`config.mk`:
```
export PLATFORM = sky130hd
export DESIGN_NAME = alu_mc
export DESIGN_NICKNAME = d
export VERILOG_FILES = /design/src/rtl/alu_pkg.sv /design/src/rtl/alu_muldiv_iter.sv /design/src/rtl/alu_mc.sv
export SDC_FILE = /design/constraint.sdc
export NUM_CORES = 1
export LEC_CHECK = 0
export CAP_MARGIN = 30
export CORE_MARGIN = 10
export CORE_UTILIZATION = 50
export CTS_CLUSTER_SIZE = 24
export DETAILED_ROUTE_END_ITERATION = 10
export DONT_BUFFER_PORTS = 1
export SYNTH_ARGS = -nofsm -noshare
export SYNTH_HDL_FRONTEND = slang
export SYNTH_HIERARCHICAL = 1
export SYNTH_SLANG_ARGS = --single-unit
```
`constraint.sdc`:
```
create_clock -name clk -period 3.9 [get_ports clk]
set_input_delay 0.39 -clock clk [delete_from_list [all_inputs] [get_ports clk]]
set_output_delay 0.39 -clock clk [all_outputs]
set_load 0.02 [all_outputs]
```
`src/rtl/alu_pkg.sv`:
```
// Shared opcodes, FSM state encoding and helpers for the multi-cycle execute-stage ALU.
package alu_pkg;

   localparam logic [3:0] ADD  = 4'd0;
   localparam logic [3:0] SUB  = 4'd1;
   localparam logic [3:0] SLL  = 4'd2;
   localparam logic [3:0] SRL  = 4'd3;
   localparam logic [3:0] SRA  = 4'd4;
   localparam logic [3:0] AND  = 4'd5;
   localparam logic [3:0] OR   = 4'd6;
   localparam logic [3:0] XOR  = 4'd7;
   localparam logic [3:0] SLT  = 4'd8;
   localparam logic [3:0] SLTU = 4'd9;
   localparam logic [3:0] MUL  = 4'd10;
   localparam logic [3:0] DIVU = 4'd11;
   localparam logic [3:0] REMU = 4'd12;

   typedef enum logic [1:0] {IDLE, BUSY, DONE} state_t;

   function automatic logic is_multicycle(input logic [3:0] op);
      return (op == MUL) || (op == DIVU) || (op == REMU);
   endfunction

endpackage

```
`src/rtl/alu_muldiv_iter.sv`:
```
// Iterative shift-add multiplier and restoring divider, one bit per cycle over BITSIZE cycles.
// done pulses in the last iteration cycle with result valid combinationally alongside it.
module alu_muldiv_iter
   import alu_pkg::*;
#(
   parameter int BITSIZE = 32
) (
   input  logic               clk,
   input  logic               rstn_i,
   input  logic               flush,
   input  logic               start,
   input  logic [3:0]         op,
   input  logic [BITSIZE-1:0] a,
   input  logic [BITSIZE-1:0] b,
   output logic               done,
   output logic [BITSIZE-1:0] result
);

   localparam int W  = BITSIZE;
   localparam int CW = $clog2(BITSIZE);

   logic          run;
   logic [CW-1:0] cnt;
   logic [3:0]    op_q;
   // MUL: acc=partial product, sh_a=multiplicand, sh_b=multiplier.
   // DIV: acc=remainder, sh_a=dividend shifting into quotient, sh_b=divisor.
   logic [W-1:0]  acc, sh_a, sh_b;
   logic [W-1:0]  acc_nxt, sh_a_nxt, sh_b_nxt;
   logic [W:0]    rem_sh, diff;

   always_comb begin
      rem_sh   = {acc, sh_a[W-1]};
      diff     = rem_sh - {1'b0, sh_b};
      acc_nxt  = acc;
      sh_a_nxt = sh_a;
      sh_b_nxt = sh_b;
      if (op_q == MUL) begin
         acc_nxt  = acc + (sh_b[0] ? sh_a : '0);
         sh_a_nxt = sh_a << 1;
         sh_b_nxt = sh_b >> 1;
      end else if (!diff[W]) begin
         acc_nxt  = diff[W-1:0];
         sh_a_nxt = {sh_a[W-2:0], 1'b1};
      end else begin
         acc_nxt  = rem_sh[W-1:0];
         sh_a_nxt = {sh_a[W-2:0], 1'b0};
      end
   end

   assign done   = run && (cnt == CW'(BITSIZE-1));
   assign result = (op_q == DIVU) ? sh_a_nxt : acc_nxt;

   always_ff @(posedge clk or negedge rstn_i) begin
      if (!rstn_i) begin
         run  <= 1'b0;
         cnt  <= '0;
         op_q <= '0;
         acc  <= '0;
         sh_a <= '0;
         sh_b <= '0;
      end else if (flush) begin
         run <= 1'b0;
         cnt <= '0;
      end else if (start) begin
         run  <= 1'b1;
         cnt  <= '0;
         op_q <= op;
         acc  <= '0;
         sh_a <= a;
         sh_b <= b;
      end else if (run) begin
         acc  <= acc_nxt;
         sh_a <= sh_a_nxt;
         sh_b <= sh_b_nxt;
         if (done) begin
            run <= 1'b0;
            cnt <= '0;
         end else begin
            cnt <= cnt + 1'b1;
         end
      end
   end

endmodule

```
`src/rtl/alu_mc.sv`:
```
// Multi-cycle handshaked execute-stage ALU with registered, back-pressurable results.
// Define ALU_MULDIV_EN to build iterative MUL/DIVU/REMU; otherwise those decode as unknown ops.
module alu_mc
   import alu_pkg::*;
#(
   parameter int BITSIZE = 32
) (
   input  logic               clk,
   input  logic               rstn_i,
   input  logic               valid_i,
   output logic               ready_o,
   input  logic [BITSIZE-1:0] A_i,
   input  logic [BITSIZE-1:0] B_i,
   input  logic [3:0]         operation_i,
   input  logic               flush_i,
   output logic               valid_o,
   input  logic               ready_i,
   output logic [BITSIZE-1:0] R_o,
   output logic               carry_o,
   output logic               overflow_o,
   output logic               zero_o
);

   localparam int W       = BITSIZE;
   localparam int SHAMT_W = $clog2(BITSIZE);

   state_t               state, state_nxt;
   logic                 accept, mc_op, it_done;
   logic [W-1:0]         it_res, r_q, sc_res, b_add;
   logic                 c_q, v_q, sc_c, sc_v;
   logic [W:0]           sum;
   logic [SHAMT_W-1:0]   shamt;

   assign ready_o    = !flush_i && ((state == IDLE) || ((state == DONE) && ready_i));
   assign accept     = valid_i && ready_o;
   assign valid_o    = (state == DONE);
   assign R_o        = r_q;
   assign carry_o    = c_q;
   assign overflow_o = v_q;
   assign zero_o     = (r_q == '0);

`ifdef ALU_MULDIV_EN
   assign mc_op = is_multicycle(operation_i);

   alu_muldiv_iter #(.BITSIZE(BITSIZE)) u_iter (
      .clk    (clk),
      .rstn_i (rstn_i),
      .flush  (flush_i),
      .start  (accept && mc_op),
      .op     (operation_i),
      .a      (A_i),
      .b      (B_i),
      .done   (it_done),
      .result (it_res)
   );
`else
   assign mc_op   = 1'b0;
   assign it_done = 1'b0;
   assign it_res  = '0;
`endif

   // SUB reuses the adder as A + ~B + 1, so one overflow rule covers both.
   always_comb begin
      b_add  = (operation_i == SUB) ? ~B_i : B_i;
      sum    = {1'b0, A_i} + {1'b0, b_add} + (W+1)'(operation_i == SUB);
      shamt  = B_i[SHAMT_W-1:0];
      sc_res = '0;
      sc_c   = 1'b0;
      sc_v   = 1'b0;
      case (operation_i)
         ADD, SUB: begin
            sc_res = sum[W-1:0];
            sc_c   = sum[W];
            sc_v   = (A_i[W-1] == b_add[W-1]) && (sum[W-1] != A_i[W-1]);
         end
         SLL:     sc_res = A_i << shamt;
         SRL:     sc_res = A_i >> shamt;
         SRA:     sc_res = $unsigned($signed(A_i) >>> shamt);
         AND:     sc_res = A_i & B_i;
         OR:      sc_res = A_i | B_i;
         XOR:     sc_res = A_i ^ B_i;
         SLT:     sc_res = W'($signed(A_i) < $signed(B_i));
         SLTU:    sc_res = W'(A_i < B_i);
         default: sc_res = '0;
      endcase
   end

   always_comb begin
      state_nxt = state;
      if (flush_i) begin
         state_nxt = IDLE;
      end else begin
         case (state)
            IDLE:    if (accept) state_nxt = mc_op ? BUSY : DONE;
            BUSY:    if (it_done) state_nxt = DONE;
            DONE:    if (ready_i) state_nxt = accept ? (mc_op ? BUSY : DONE) : IDLE;
            default: state_nxt = IDLE;
         endcase
      end
   end

   always_ff @(posedge clk or negedge rstn_i) begin
      if (!rstn_i) state <= IDLE;
      else         state <= state_nxt;
   end

   always_ff @(posedge clk or negedge rstn_i) begin
      if (!rstn_i) begin
         r_q <= '0;
         c_q <= 1'b0;
         v_q <= 1'b0;
      end else if (!flush_i) begin
         if (accept && !mc_op) begin
            r_q <= sc_res;
            c_q <= sc_c;
            v_q <= sc_v;
         end else if ((state == BUSY) && it_done) begin
            r_q <= it_res;
            c_q <= 1'b0;
            v_q <= 1'b0;
         end
      end
   end

endmodule

```
After elaboration in Yosys (flattened, before gate mapping) --
Cells that the tools add are included.
Storage, ports and cells: memories kept 0, output and inout bits 37, memory bits (read-only) 0, bits in registers 36, input port bits 73, logic and storage cells 53, RAM bits 0, bits in latches 0
Operators by class: divide/modulo/power cells 0, equality and inequality tests 16, mux-type cells 9, shifts and indexed selects 3, $add $sub $neg 2, reduce and logical (&&, ||, !) cells 12, $mul 0, bitwise logic cells 5, $lt $le $gt $ge 2
Operators by type and width (count):
- 32-bit case mux with 9 select lines | 1
- 32-bit < comparator | 2
- 32-bit by 32-bit adder with 33-bit output | 1
- 33-bit by 1-bit adder with 33-bit output | 1
- 32-bit AND | 1
- 32-bit logical NOT | 1
- 32-bit two-way mux | 1
- 32-bit inverter | 1
- 32-bit OR | 1
- 32-bit by 5-bit left shift with 32-bit output | 1
- 32-bit by 5-bit >> shifter with 32-bit output | 1
- 32-bit by 5-bit >>> shifter with 32-bit output | 1
- 32-bit XOR | 1
- 4-bit by 3-bit equality test with 1-bit output (second input constant) | 4
- 4-bit by 2-bit equality test with 1-bit output (second input constant) | 2
- 4-bit equality test (second input constant) | 2
- 2-bit two-way mux | 4
- 2-bit case mux with 3 select lines | 1
- 4-bit by 1-bit equality test with 1-bit output (second input constant) | 1
- 1-bit logical AND | 4
- 4-bit logical NOT | 1
- 3-bit by 2-bit inequality test with 1-bit output (second input constant) | 1
- 3-bit inequality test (second input constant) | 1
- 3-bit AND reduction | 1
- other kinds (12) | 13

Logic depth before layout (Yosys ltp) --
Gate-level depths: netlist of run 1.
depth after elaboration 9, depth in mapped cells 14, gate-level depth less buffers 11

Worst setup path after synthesis of run 1 --
OpenSTA, ideal clock, no wires.
path type in2reg, start point input port operation_i[0], end point register r_q[26] (netlist: R_o[26]), required time 3.774 ns, arrival time 3.806 ns, stages on the path 13, setup slack -0.032 ns, cell sequence clkbuf_1 -> nor4b_1 -> clkbuf_1 -> xnor2_1 -> ha_1 -> a21o_1 -> a311oi_1 -> a21oi_1 -> a311o_1 -> o2111ai_1 -> a31oi_1 -> xor2_1 -> a221o_1
Between the ends: word-level cells in the longest chain between the ends 5, elaborated cells between the ends (all ways) 15, classes of those cells add/sub (2); eq/ne (9); mux (2); reduce/logical (2)
RTL lines:
- start: declaration | RTL line alu_mc.sv:14 | input logic [3:0] operation_i,
- 4-bit by 1-bit equality test with 1-bit output | RTL line alu_mc.sv:64, alu_mc.sv:65, alu_mc.sv:70
- 32-bit two-way mux | RTL line alu_mc.sv:64 | b_add = (operation_i == SUB) ? ~B_i : B_i;
- 32-bit by 32-bit adder with 33-bit output | RTL line alu_mc.sv:65 | sum = {1'b0, A_i} + {1'b0, b_add} + (W+1)'(operation_i == SUB);
- 33-bit by 1-bit adder with 33-bit output | RTL line alu_mc.sv:65
- 32-bit case mux with 9 select lines * | RTL line alu_mc.sv:70 | case (operation_i)
- end signal: assignment | RTL line alu_mc.sv:114 | r_q <= sc_res;
- end signal: assignment | RTL line alu_mc.sv:118 | r_q <= it_res;
- end: declaration | RTL line alu_mc.sv:29 | logic [W-1:0] it_res, r_q, sc_res, b_add;
Every way passes the cells marked *; elsewhere a longest branch is shown, timed or not. A chain may end at the register's enable or synchronous reset.

Worst setup path after layout of run 1 --
start point input port operation_i[1], end point register r_q[26] (netlist: R_o[26])
Same word-level chain as after synthesis.

==> impl_metrics.py, run 1 <==
metrics = {
    "floorplanning": {
        "core_area_um2": 19000,
        "dieArea_um2": 25500,
        "placementRows": 50,
        "start_util_pct": 51.4,
        "dieHeight_um": 160,
        "die_w_um": 160,
        "ios": 110,
    },
    "timing": {
        "fin_skew_ns": 0.00300,
        "setup_viol": 0,
        "relSlewSlack_pct": 39.8,
        "tightest_slew_ns": 0.892,
        "finalCriticalPeriod_ns": 3.30,
        "whs_ns": 0.165,
        "fin_setup_tns_ns": 0,
        "rsz0062_at_grt": "no",
        "timing.final.max_slew_violations": 0,
        "max_freq_mhz": 303,
        "period_share_pct": 84.7,
        "hold_violations": 0,
    },
    "layout": {
        "fin_nets": 1424,
        "ff_latch_area_um2": 876,
        "drive_gt1_share_pct": 9.73,
        "mostFrequentLayoutCell": "ha_1",
        "fillCellCount": 1917,
        "areaGrowthSynthToFinish_pct": 3.53,
        "fin_area_um2": 10100,
        "multi_input_area_um2": 8160,
        "mostFrequentLayoutCells": "ha_1 (128), nor2_1 (117), o21ai_0 (102), nand2_1 (101), a21oi_1 (97)",
    },
    "worst_setup_path": {
        "cp_common_cell": "buf_4",
        "crit_path_end_kind": "register",
        "crit_arrival_ns": 3.48,
        "crit_path_max_fanout": 15,
        "crit_slowest_cell": "ha_1",
        "cp.required_ns": 4.08,
        "slowest_delay_ns": 0.37,
        "path_buf_inv": 3,
        "path_class": "in2reg",
        "crit_chain": "nor4b_2 -> buf_4 -> buf_4 -> xnor2_1 -> ha_1 -> o21ai_0 -> nor2_1 -> nand3_1 -> a211oi_1 -> buf_4 -> o2111ai_1 -> a31oi_1 -> xor2_1 -> a221o_1",
        "crit_path_start_kind": "input port",
        "path_delay_family": "compound AO/OA/AOI/OAI gates",
    },
    "place": {
        "dp_hpwl_mm": 31.2,
        "placed_area_um2": 9910,
        "numPortBuffers": 0,
        "place_congestion": 1.03,
    },
    "outcome": {
        "outcome": "complete, no violations",
    },
    "power": {
        "irDropWorstVdd_uv": 161,
        "powerDensity_nw_per_um2": 211,
        "finalPower_uw": 2130,
        "p_leak_uw": 0.00434,
    },
    "synthesis": {
        "synth_area_um2": 9740,
        "postSynthAreaPerCell_um2": 7.67,
        "ys_seq_area_share_pct": 9.00,
        "synth_edf_count": 0,
        "ys_warn_count": 6,
        "synth.distinct_cells": 81,
        "postSynthCellCount": 1270,
        "synthArstFlopShare_pct": 100,
        "ys_seq_elements": 35,
        "synth-main-ff-cell": "dfrtp_1",
        "synth_fp_nets": 1472,
    },
    "routing": {
        "wl_per_cell_um": 27.5,
        "drt_pass1_iterations": 6,
        "via_per_inst": 6.93,
        "dr.first_iter.drc_count": 1231,
        "num_vias": 10300,
        "postRouteAntennaNets": 0,
        "wirelength_mm": 40.8,
        "drc": 0,
    },
    "clock_tree": {
        "cts_setup_buffers": 0,
        "htree_levels": 2,
        "tritoncts": "built",
        "clock_path_buffers": 2,
        "cts_sinks": 35,
        "clkTransAtPathRegs_ns": 0.06,
        "cts_resized": 0,
        "cts_made_buffers": 5,
        "worstSkewPairLatency_ns": 0.29,
        "hold_buffers": 2,
        "clockRootBuffer": "clkbuf_16",
    },
    "grt": {
        "first_global_vias": 9521,
        "grt_pass1_wl_mm": 61.3,
        "grt_usage_pct": 30.4,
        "grt-ovfl-total": 0,
        "grt_max_degree": 91,
        "antenna_found_initial": 1,
    },
    "min_path": {
        "hold_class": "in2reg",
    },
    "flow_run": {
        "drv_cap": 0,
    },
}
worst reg2reg max path, stage by stage, from the launching register on:
cell and delay (ns):
dfrtp_1 0.46, nor2b_1 0.18, nor2_1 0.42, nand2_1 0.25
a221oi_1 0.40, o311ai_0 0.20, a31o_2 0.25, a221oi_1 0.26
nor2_1 0.08
state kept, by name (all words and copies together), names as in the netlist:
register	flops
overflow_o	1
carry_o	1
R_o	32
state	1
layer usage:
metal	GRT usage [%]	wire length (µm)	share of wire, %	vias to the layer above
met4	10.4	1500	3.7	0
met5	0	0	0	-
met2	44.8	17400	43	635
li1	-	-	-	4649
met3	8.26	5070	12	95
met1	41.7	16900	41	4911
path summary, 6_finish.rpt:
kind                       cells after the start                 start              endpoint  slack (ns)
setup / recovery                              14        operation_i[1]   R_o[26]$_DFFE_PN0P_        0.60
hold / removal                                 1               flush_i  state[1]$_DFFE_PN0P_        0.17
setup reg to reg                               8  state[1]$_DFFE_PN0P_   R_o[20]$_DFFE_PN0P_        1.28
hold reg to reg                                2    R_o[8]$_DFFE_PN0P_    R_o[8]$_DFFE_PN0P_        0.66
max in group asynchronous                      2                rstn_i   R_o[28]$_DFFE_PN0P_        3.13
min in group asynchronous                      2                rstn_i    R_o[2]$_DFFE_PN0P_        0.56
synthesized netlist by cell type (all sizes together), types with 5 or more instances:
library cell | count | area (µm²)
inv | 82 | 308
mux2i | 54 | 541
o221ai | 8 | 70.1
a21o | 17 | 128
o22ai | 10 | 62.6
a221oi | 14 | 123
a21oi | 98 | 502
o311ai | 7 | 68.8
o21ai | 106 | 531
or3 | 6 | 37.5
o21bai | 9 | 67.6
o31ai | 11 | 82.6
xnor2 | 45 | 394
clkbuf | 47 | 176
a221o | 9 | 90.1
nand4 | 6 | 37.5
and3 | 9 | 56.3
a31oi | 18 | 119
a211oi | 25 | 188
a22oi | 33 | 248
nor3 | 22 | 126
and2 | 8 | 50.1
nand3 | 28 | 145
dfrtp | 35 | 876
ha | 128 | 1600
o211ai | 19 | 148
buf | 41 | 235
mux2 | 24 | 274
nor4 | 15 | 93.8
a211o | 5 | 43.8
mux4 | 37 | 833
nand2 | 101 | 379
nor2 | 117 | 439
nor2b | 7 | 43.8
xor2 | 10 | 87.6
a22o | 5 | 43.8
cell families after synthesis:
kind of cell               share of synthesized area (%)
buffers and inverters                               7.47
AOI/OAI and AO/OA                                   28.6
xor gates and xnor gates                            4.95
adders and majority gates                           16.7
DFF                                                 9.00
and+or+nand+nor                                     16.4
muxes                                               16.9
where the power goes:
| part | internal [µW] | switching, µW |
|---|---|---|
| logic | 498 | 686 |
| registers | 410 | 128 |
| clock network | 237 | 172 |
per-stage QoR:
step                      util (%)  std cells  worst slack (ns)
final                         53.2       1484             0.595
after global routing          53.2       1483             0.433
after CTS                     53.2       1483             0.647
after detailed placement      52.3       1473             0.378
after global placement        52.3       1473             0.472
after floorplan                  -       1270             0.114
area by class of cell:
class / count / area share [%]
Clock inverter: 1 / 0.0496
Inverter: 84 / 3.13
Sequential cell: 35 / 8.69
Timing Repair Buffer: 33 / 2.61
Antenna cell: 1 / 0.0248
Clock buffer: 7 / 1.32
Multi-Input combinational cell: 1063 / 81.0
Tap cell: 260 / 3.23
Note: power is estimated with default switching activity, not from simulation.
==> run 2, diff against run 1 <==
==> constraint.sdc (replaced) <==
create_clock -name clk -period 3.4 [get_ports clk]
set_input_delay 0.34 -clock clk [delete_from_list [all_inputs] [get_ports clk]]
set_output_delay 0.34 -clock clk [all_outputs]
set_load 0.02 [all_outputs]
==> impl_metrics.py, run 2 (synthesized netlist as in run 1, its figures left out) <==
metrics = {
    "clock_tree": {
        "htree_levels": 2,
        "clockRootBuffer": "clkbuf_16",
        "clock_path_buffers": 2,
        "cts_setup_buffers": 0,
        "clkTransAtPathRegs_ns": 0.07,
        "cts_sinks": 35,
        "tritoncts": "built",
        "cts_made_buffers": 5,
        "worstSkewPairLatency_ns": 0.30,
    },
    "floorplanning": {
        "dieArea_um2": 25500,
        "start_util_pct": 51.4,
        "ios": 110,
        "dieHeight_um": 160,
        "placementRows": 50,
        "die_w_um": 160,
        "core_area_um2": 19000,
    },
    "power": {
        "power.internal_uw": 1410,
        "p_sw_uw": 1150,
        "pwr-share-clk_pct": 21.6,
        "irDropWorstVdd_uv": 176,
        "seq_power_share_pct": 24.0,
        "powerDensity_nw_per_um2": 250,
        "p_leak_uw": 0.00444,
        "combPwrFrac_pct": 54.4,
        "netSwitchingFraction_pct": 44.9,
    },
    "grt": {
        "grt_max_degree": 91,
        "grt_usage_pct": 30.5,
        "antenna_found_initial": 2,
        "grt_pass1_wl_mm": 61.2,
        "first_global_vias": 9494,
        "grt-ovfl-total": 0,
    },
    "routing": {
        "topRoutingLayerUsed": "met4",
        "postRouteAntennaNets": 0,
        "wl_met1_mm": 17.7,
        "route.met3.wl_mm": 4.62,
        "wl_per_cell_um": 27.4,
        "drt_pass1_iterations": 6,
        "via_per_inst": 6.83,
        "wl_met2_mm": 17.7,
        "wirelength_mm": 41.2,
        "dr.first_iter.drc_count": 1283,
        "drc": 0,
        "num_vias": 10300,
    },
    "timing": {
        "hold_violations": 0,
        "timing.final.max_slew_violations": 0,
        "setup_viol": 0,
        "timing.final.ws_setup_ns": 0.306,
        "finalCriticalPeriod_ns": 3.09,
        "period_share_pct": 91.0,
        "relSlewSlack_pct": 53.4,
        "max_freq_mhz": 323,
        "tightest_slew_ns": 0.698,
        "fin_skew_ns": 0.00673,
        "rsz0062_at_grt": "no",
    },
    "worst_setup_path": {
        "path_class": "in2reg",
        "crit_path_end_kind": "register",
        "crit_arrival_ns": 3.27,
        "crit_path_start_kind": "input port",
        "crit_path_max_fanout": 19,
        "cp.required_ns": 3.57,
    },
    "min_path": {
        "hold_class": "in2reg",
    },
    "outcome": {
        "outcome": "complete, no violations",
    },
    "layout": {
        "fillCellCount": 1888,
        "fin_nets": 1440,
        "areaGrowthSynthToFinish_pct": 5.41,
        "fin_util_pct": 54.1,
        "mostFrequentLayoutCells": "ha_1 (128), nor2_1 (117), o21ai_0 (102), nand2_1 (101), a21oi_1 (97)",
        "mostFrequentLayoutCell": "ha_1",
        "largest_register_ffs": 32,
        "ff_latch_area_um2": 876,
        "drive_gt1_share_pct": 11.1,
        "multi_input_area_um2": 8180,
    },
    "place": {
        "dp_hpwl_mm": 31.7,
        "pre_cts_slack_ns": 0.0467,
        "place_congestion": 0.994,
        "numPortBuffers": 0,
    },
    "flow_run": {
        "drv_cap": 0,
    },
}
[run 2: final timing paths]
kind,from,endpoint,slack [ns],cells past startpoint
setup / recovery,operation_i[1],R_o[22]$_DFFE_PN0P_,0.31,12
min in group asynchronous,rstn_i,R_o[11]$_DFFE_PN0P_,0.53,2
setup reg to reg,state[1]$_DFFE_PN0P_,R_o[20]$_DFFE_PN0P_,0.83,8
max in group asynchronous,rstn_i,R_o[31]$_DFFE_PN0P_,2.69,2
hold / removal,flush_i,state[1]$_DFFE_PN0P_,0.11,1
hold reg to reg,overflow_o$_DFFE_PN0P_,overflow_o$_DFFE_PN0P_,0.65,2
[run 2: cell type report]
type	count	share of cell area [%]
Clock buffer	5	1.22
Inverter	84	3.07
Sequential cell	35	8.53
Timing Repair Buffer	49	3.85
Clock inverter	3	0.427
Multi-Input combinational cell	1063	79.7
Tap cell	260	3.17
Antenna cell	3	0.0731
[run 2: timing repair]
action                                 in CTS  in global routing
gates resized for setup                     0                  0
hold buffers                                2                  0
endpoints found under the hold margin      35                  0
[run 2: metrics by stage]
| stage | hold slack [ns] | cells | instance area (µm²) | total power [µW] | TNS, ns |
|---|---|---|---|---|---|
| 2_1_floorplan | 0.0444 | 1270 | 9760 | 1640 | -0.0595 |
| 3_3_place_gp | 0.0456 | 1489 | 10100 | 1960 | 0 |
| 3_5_place_dp | 0.0456 | 1489 | 10100 | 1960 | 0 |
| 4_1_cts | 0.108 | 1499 | 10300 | 2530 | 0 |
| 5_1_grt | 0.111 | 1499 | 10300 | 2700 | 0 |
| 6_report | 0.113 | 1502 | 10300 | 2560 | 0 |
[run 2: layer usage]
layer	GRT usage, %	vias up
met5	0	-
met4	8.05	0
met3	8.00	75
met2	46.1	584
met1	41.9	4921
li1	-	4680
[run 2: power by group through the flow]
stage	logic [µW]	clock network, µW	registers [µW]
2_1_floorplan	1060	0	588
3_3_place_gp	1330	0	624
3_5_place_dp	1340	0	624
6_report	1400	554	614
5_1_grt	1500	573	622
4_1_cts	1360	556	617
[run 2: critical path, cell delays in order]
cell      delay [ns]
nor4b_4         0.31
buf_12          0.23
xnor2_1         0.13
fa_1            0.44
a211oi_1        0.35
o311ai_2        0.13
nand3_1         0.22
a211oi_2        0.14
nor2_1          0.34
o21ai_0         0.18
xnor2_1         0.32
o21ai_0         0.12
